`config.mk`:
```
export PLATFORM = sky130hd
export DESIGN_NAME = reorder_buffer
export DESIGN_NICKNAME = d
export VERILOG_FILES = /design/src/rtl/reorder_buffer.sv
export SDC_FILE = /design/constraint.sdc
export NUM_CORES = 2
export LEC_CHECK = 0
export BUFFER_PORTS_ARGS = -buffer_cell sky130_fd_sc_hd__buf_4
export CORE_ASPECT_RATIO = 0.8
export CORE_UTILIZATION = 55
export DETAILED_ROUTE_END_ITERATION = 8
export GPL_TIMING_DRIVEN = 1
export PLACE_DENSITY = 0.73
export SLEW_MARGIN = 10
export SYNTH_ARGS = -nofsm -noshare
export SYNTH_HDL_FRONTEND = slang
export SYNTH_SLANG_ARGS = --single-unit
```
`constraint.sdc`:
```
create_clock -name clk -period 9 [get_ports clk]
set_input_delay 0.9 -clock clk [delete_from_list [all_inputs] [get_ports clk]]
set_output_delay 0.9 -clock clk [all_outputs]
set_load 0.03 [all_outputs]
```
`src/rtl/reorder_buffer.sv`:
```
// reorder_buffer: in-order commit queue, tag = entry index, CDB capture, one retire per cycle.
// Optional macro ROB_FWD_EN adds combinational lookup of completed, uncommitted results.
module reorder_buffer #(
   parameter int DEPTH = 16,
   parameter int TAG_W = 4,
   parameter int WIDTH = 32
) (
   input  logic             clk,
   input  logic             rst,
   input  logic             alloc_valid,
   input  logic [4:0]       alloc_rd,
   output logic             alloc_ready,
   output logic [TAG_W-1:0] alloc_tag,
   input  logic             cdb_valid,
   input  logic [TAG_W-1:0] cdb_tag,
   input  logic [WIDTH-1:0] cdb_data,
   output logic             commit_rdy,
   output logic [TAG_W-1:0] commit_tag,
   output logic [4:0]       commit_rd,
   output logic [WIDTH-1:0] commit_data,
   input  logic [TAG_W-1:0] fwd_tag1,
   input  logic [TAG_W-1:0] fwd_tag2,
   output logic             fwd_hit1,
   output logic             fwd_hit2,
   output logic [WIDTH-1:0] fwd_data1,
   output logic [WIDTH-1:0] fwd_data2
);

   typedef struct packed {
      logic             valid;
      logic             ready;
      logic [4:0]       rd;
      logic [WIDTH-1:0] data;
   } rob_entry_t;

   localparam logic [TAG_W:0] CNT_FULL = (TAG_W+1)'(DEPTH);

   rob_entry_t       ent [DEPTH];
   rob_entry_t       head_ent;
   logic [TAG_W-1:0] head;
   logic [TAG_W-1:0] tail;
   logic [TAG_W:0]   count;
   logic             do_alloc;
   logic             do_commit;
   logic             cdb_hit;

   assign head_ent    = ent[head];
   assign alloc_ready = count < CNT_FULL;
   assign alloc_tag   = tail;
   assign do_alloc    = alloc_valid & alloc_ready;
   assign do_commit   = head_ent.valid & head_ent.ready;
   assign cdb_hit     = cdb_valid & ent[cdb_tag].valid;

   // alloc never targets a valid slot, so it cannot collide with a CDB write
   always_ff @(posedge clk or negedge rst) begin
      if (!rst) begin
         for (int i = 0; i < DEPTH; i++) ent[i] <= '0;
      end else begin
         if (cdb_hit) begin
            ent[cdb_tag].ready <= 1'b1;
            ent[cdb_tag].data  <= cdb_data;
         end
         if (do_commit) ent[head].valid <= 1'b0;
         if (do_alloc) begin
            ent[tail].valid <= 1'b1;
            ent[tail].ready <= 1'b0;
            ent[tail].rd    <= alloc_rd;
            ent[tail].data  <= '0;
         end
      end
   end

   always_ff @(posedge clk or negedge rst) begin
      if (!rst) begin
         head  <= '0;
         tail  <= '0;
         count <= '0;
      end else begin
         if (do_alloc) tail <= tail + TAG_W'(1);
         if (do_commit) head <= head + TAG_W'(1);
         unique case (1'b1)
            do_alloc & ~do_commit: count <= count + (TAG_W+1)'(1);
            do_commit & ~do_alloc: count <= count - (TAG_W+1)'(1);
            default: ;
         endcase
      end
   end

   always_ff @(posedge clk or negedge rst) begin
      if (!rst) begin
         commit_rdy  <= 1'b0;
         commit_tag  <= '0;
         commit_rd   <= '0;
         commit_data <= '0;
      end else begin
         commit_rdy <= do_commit;
         if (do_commit) begin
            commit_tag  <= head;
            commit_rd   <= head_ent.rd;
            commit_data <= head_ent.data;
         end
      end
   end

`ifdef ROB_FWD_EN
   rob_entry_t fwd_ent1;
   rob_entry_t fwd_ent2;

   assign fwd_ent1  = ent[fwd_tag1];
   assign fwd_ent2  = ent[fwd_tag2];
   assign fwd_hit1  = fwd_ent1.valid & fwd_ent1.ready;
   assign fwd_hit2  = fwd_ent2.valid & fwd_ent2.ready;
   assign fwd_data1 = fwd_ent1.data;
   assign fwd_data2 = fwd_ent2.data;
`else
   logic unused_fwd;

   assign unused_fwd = ^{fwd_tag1, fwd_tag2};
   assign fwd_hit1   = 1'b0;
   assign fwd_hit2   = 1'b0;
   assign fwd_data1  = '0;
   assign fwd_data2  = '0;
`endif

endmodule

```
-- Word level (Yosys, flattened, before mapping)
Index checks and enable logic that the tools add are counted.
- word-level logic and storage cells: 127
- flip-flop bits (word level): 679
- mux-type cells: 31
- $lt $le $gt $ge: 7
- reduce and logical (&&, ||, !) cells: 4
- add/sub/neg operators: 4
- bitwise operators: 10
- operators with widths (cell ; number):
    bitwise mux 624 bit ; 7
    two-way mux 624 bit ; 3
    demux 39 bit (select 4 bit) ; 7
    binary-select mux 39 bit (select 4 bit) ; 2
    two-way mux 39 bit ; 6
    two-way mux 38 bit ; 2
    two-way mux 32 bit ; 2
    two-way mux 37 bit ; 1
    >= comparator 5 bit (second input constant) ; 3
    less-than comparator 5 x 1 -> 1 bit (second input constant) ; 3
    inverter 4 -> 5 bit ; 3
    case mux 5 bit (2 select lines) ; 1
    adder 4 x 1 -> 4 bit (second input constant) ; 2
    adder 5 x 1 -> 5 bit (second input constant) ; 1
    bitwise AND 1 bit ; 5
    less-than comparator 5 bit (second input constant) ; 1
    subtractor 5 x 1 -> 5 bit (second input constant) ; 1
    logical AND 1 bit ; 3
    inverter 1 bit ; 2
    nonzero test 2 bit ; 1

-- Depth between registers and ports, before layout
- depth after elaboration: 15
- gate-level depth with buffers: 17
- mapped depth without buffers: 12

-- Worst setup path after synthesis
No wires, ideal clock.
- kind: register to register
- from: register head[0]
- to: register count[4]
- buffers on the path: 3
- cell stages (with the launch flop): 16
- arrival time: 3.029 ns
- setup slack: 5.839 ns
- required time: 8.868 ns
- library setup time: 0.132 ns
- cells stage by stage: dfrtp_1 buf_6 mux4_2 mux2i_1 or2_1 a221oi_4 buf_6 ha_1 clkbuf_1 xor2_1 ha_1 a21oi_1 o21ai_0 a22oi_1 nor2_1 xnor2_1
- cells in the longest elaborated chain, start to end: 8
- ends and longest elaborated chain (item ; RTL line ; RTL):
    start: declaration ; 40 ; logic [TAG_W-1:0] head;
    start signal: assignment ; 80 ; if (do_commit) head <= head + TAG_W'(1);
    inverter 4 -> 5 bit (not written as such) (*) ; 47 ; assign head_ent = ent[head];
    binary-select mux 39 bit (select 4 bit) (*) ; 47 ;
    two-way mux 39 bit (not written as such) (*) (2 in series) ; 47 ;
    bitwise AND 1 bit (*) ; 51 ; assign do_commit = head_ent.valid & head_ent.ready;
    net do_commit ; 44 ; logic do_commit;
    inverter 1 bit ; 82 ; do_alloc & ~do_commit: count <= count + (TAG_W+1)'(1);
    bitwise AND 1 bit ; 82 ;
    case mux 5 bit (2 select lines) or nonzero test 2 bit (tied branches) ; n/a ;
    end signal: assignment ; 82 ;
    end signal: assignment ; 83 ; do_commit & ~do_alloc: count <= count - (TAG_W+1)'(1);
    end: declaration ; 42 ; logic [TAG_W:0] count;
The timed path passes the listed nets; every way through them passes the cells marked *. The select of a mux whose other input is x is not followed.
A chain may end at the register's enable or synchronous reset.

-- Final worst setup path
- from: register head[0]
- to: register count[4]
- cells in the longest elaborated chain, start to end: 8
- ends and longest elaborated chain (item ; RTL line):
    inverter 4 -> 5 bit (not written as such) (*) ; 47
    binary-select mux 39 bit (select 4 bit) (*) ; 47
    two-way mux 39 bit (not written as such) (*) (2 in series) ; 47
    bitwise AND 1 bit (*) ; 51
    inverter 1 bit ; 82
    bitwise AND 1 bit ; 82
    case mux 5 bit (2 select lines) or nonzero test 2 bit (tied branches) ; n/a
Mark *: on every way between the ends. The rest lies on a longest branch, timed or not. The select of a mux whose other input is x is not followed.

==> reports/results.txt <==
Relative slew slack -> 0.1229
Hold WS -> 0.3709 ns
First-pass GRT wire length -> 152.9 mm
Clk_lat worst skew -> 0.63 ns
Antenna-violating nets left -> 0
RSZ-0062 raised after global routing -> false
Hold Fails Final Rpt -> 0
Leakage -> 0.01545 µW
Initial core utilization -> 0.5620
Port bufs -> 91
Remaining global-route overflow -> 0
DRT Pass-1 Iters -> 7
Final wirelength -> 101.2 mm
Nets@finish -> 3,083
GPL Wtd Cong -> 0.8496
WP data required -> 9.50 ns
VDD IR max -> 130.6 µV
Starting DRT DRC Count -> 3,217
CP Cell Sequence -> buf_4, mux4_2, mux2i_1, or2_1, a221oi_4, buf_4, ha_1, o31a_1, o22ai_1, a22oi_1, nor2_1, xnor2_1
Synth top area cells -> dfrtp_1 (53%), mux4_2 (13%), nand2_1 (12%), a21oi_1 (8.1%), mux2_2 (4.0%)
Seq. cell area -> 17,000 µm²
Io pins -> 166
Crit-path slowest cell -> dfrtp_4
Final Power -> 6895 µW
Area grow syn2layout -> 9.405%
Distinct cell type count after synthesis -> 43
Post-DP HPWL -> 53.67 mm
WP data arrival -> 5.18 ns
Synth top area share -> 0.5286
Clock skew -> 0.01827 ns
CTS tree -> yes
Die Width -> 272.3 µm
Syn_area_per_cell -> 10.31 µm²
R2R depth -> 12
Slew Limit Fails -> 0
Final Util -> 0.6149
Register area share after synthesis -> 0.5286
Largest net degree at the start of global routing -> 180
DP Cell Count -> 3,708
Area of the multi-input gates -> 13,820 µm²
Crit share post-route -> 0.5206
Die H -> 218.2 µm
Max Clk Rate -> 213.4 MHz
Via density -> 6.416
Cts bufs inserted -> 69
Async SR Flop Fraction -> 1.000
Row cnt -> 78
Cell mode on critical path -> buf_4
H-tree levels -> 3
Cell area power density -> 196.1 nW/µm²
# Post-CTS Setup Buffers -> 0
Total die area -> 59,420 µm²
Detailed-route via count -> 24,610
Flop2flop setup slack -> 4.31 ns
Post-route minimum period -> 4.685 ns
CP endpoint kind -> flop
Worst-Margin Slew -> 1.316 ns
CP max stage delay -> 0.88 ns
Yosys top cell by area -> dfrtp_1
Post-Syn Area -> 32,140 µm²
Layout cells sized above 1 -> 0.1967
Origin of the critical flop-to-flop path -> head[0]$_DFFE_PN0N_
Most common flop cell mapped by yosys -> dfrtp_1
Register bit total from synthesis -> 679
# resized after CTS -> 0
TritonCTS sink count -> 679
HP Class -> input pin to asynchronous set/reset pin
Final setup vio count -> 0
Worst setup startpoint -> head[0]$_DFFE_PN0N_
WS Path Type -> flop to flop
Outcome -> finished clean
Drt drc -> 0
Worst-path clk slew -> 0.06 ns
Post-CTS Hold Fix Bufs -> 0
Core Area -> 57,190 µm²
Post-synth EDFFs -> 0
CTS Root Cell -> clkbuf_16
Synth Instances -> 3,118
Reg2Reg Capture Point -> count[4]$_DFFE_PN0P_
Synth warnings -> 0
TNS Setup -> 0 ns
Maximum buffer depth of the clock tree -> 3
WL per Instance -> 26.38 µm
Vias in the first global route -> 25,540
Filler cell count -> 4,467
Initial antenna violation count -> 9
Max Cap Viol -> 0
Most common cell after layout, fill and taps aside -> nand2_1
Cell Count, Final, Fillers Out -> 3,836
Crit Path Max Fanout -> 44
CP Launch Type -> flop
GRT Resource Usage Total -> 0.3484
Most frequent cells in the layout -> nand2_1 (1,051), dfrtp_1 (675), a21oi_1 (517)
## synthesized netlist by cell type, types with 4 or more instances
cell type  instances
mux2_2           114
o21ai_0           20
xnor2_1            7
nor2b_1            5
buf_4             66
mux2_4             6
clkbuf_1         224
buf_2             22
inv_1              7
buf_1             47
ha_1              11
and2_1             6
a21oi_1          517
nor3_1             6
a21o_1             8
buf_6              6
dfrtp_1          679
nor2_1            50
mux2i_1            5
nand2_1         1051
nand3_1           18
and3_1            16
xor2_1             4
mux4_2           192
nand2b_1           5
## worst max path at each step
stage | cells past startpoint | to
2_1_floorplan | 15 | count[4]$_DFFE_PN0P_
5_1_grt | 12 | count[4]$_DFFE_PN0P_
6_report | 12 | count[4]$_DFFE_PN0P_
3_3_place_gp | 12 | count[3]$_DFFE_PN0P_
3_5_place_dp | 12 | count[4]$_DFFE_PN0P_
4_1_cts | 12 | count[4]$_DFFE_PN0P_
## kinds of logic (layout without fill, tap and decap cells)
family | after synthesis | in the layout | share of synthesized area
other | 1 | 71 | 0.0001167
AND/OR/NAND/NOR | 1167 | 1167 | 0.1409
adder cells (fa/ha/maj) | 11 | 11 | 0.004282
XOR/XNOR | 11 | 11 | 0.002997
multiplexers | 320 | 320 | 0.1799
buffers and inverters | 376 | 264 | 0.05524
flip-flops | 679 | 679 | 0.5286
AO/OA/AOI/OAI | 553 | 553 | 0.08798
## report_power, final
| part | internal (µW) | switching [µW] | total, µW |
|---|---|---|---|
| Sequential | 3290 | 129 | 3420 |
| Clock | 1700 | 1230 | 2940 |
| Combinational | 224 | 312 | 537 |
| Total | 5220 | 1670 | 6890 |
## metrics by stage
stage / area [µm²] / setup WS [ns]
3_3_place_gp: 32840 / 4.394
4_1_cts: 35150 / 4.314
3_5_place_dp: 32840 / 4.340
2_1_floorplan: 32390 / 5.839
6_report: 35170 / 4.315
5_1_grt: 35160 / 4.068
## routing by layer
| metal | track usage | part of all wire | vias to the layer above |
|---|---|---|---|
| met4 | 0.1916 | 0.057 | 12 |
| met5 | 0.007401 | 0.0011 | - |
| met3 | 0.1157 | 0.12 | 499 |
| met2 | 0.5465 | 0.47 | 1662 |
| met1 | 0.4269 | 0.36 | 12260 |
| li1 | - | - | 10180 |
## registers in the layout, summed over array words and instances, names as in the netlist
name,count
commit_tag,4
ent,624
head,4
commit_data,32
commit_rd,5
alloc_tag,4
commit_rdy,1
count,5
## layout make-up
class / count / share of cell area
well taps: 760 / 0.02704
flip-flops and latches: 679 / 0.4835
multi-input cells: 2128 / 0.3931
clock inverters: 16 / 0.004875
clock buffers: 107 / 0.06095
inverters: 8 / 0.0008539
diodes: 5 / 0.0003558
repair buffers: 133 / 0.02932
## critical path, delay by kind of cell (launching register included)
| kind | cells | cell delay, ns |
|---|---|---|
| xor+xnor | 1 | 0.13 |
| compound gates | 4 | 0.83 |
| mux | 2 | 0.47 |
| buf+inv | 2 | 1.45 |
| flops | 1 | 0.88 |
| fa+ha+maj | 1 | 0.42 |
| simple gates | 2 | 0.34 |
Note: power is estimated with default switching activity, not from simulation.
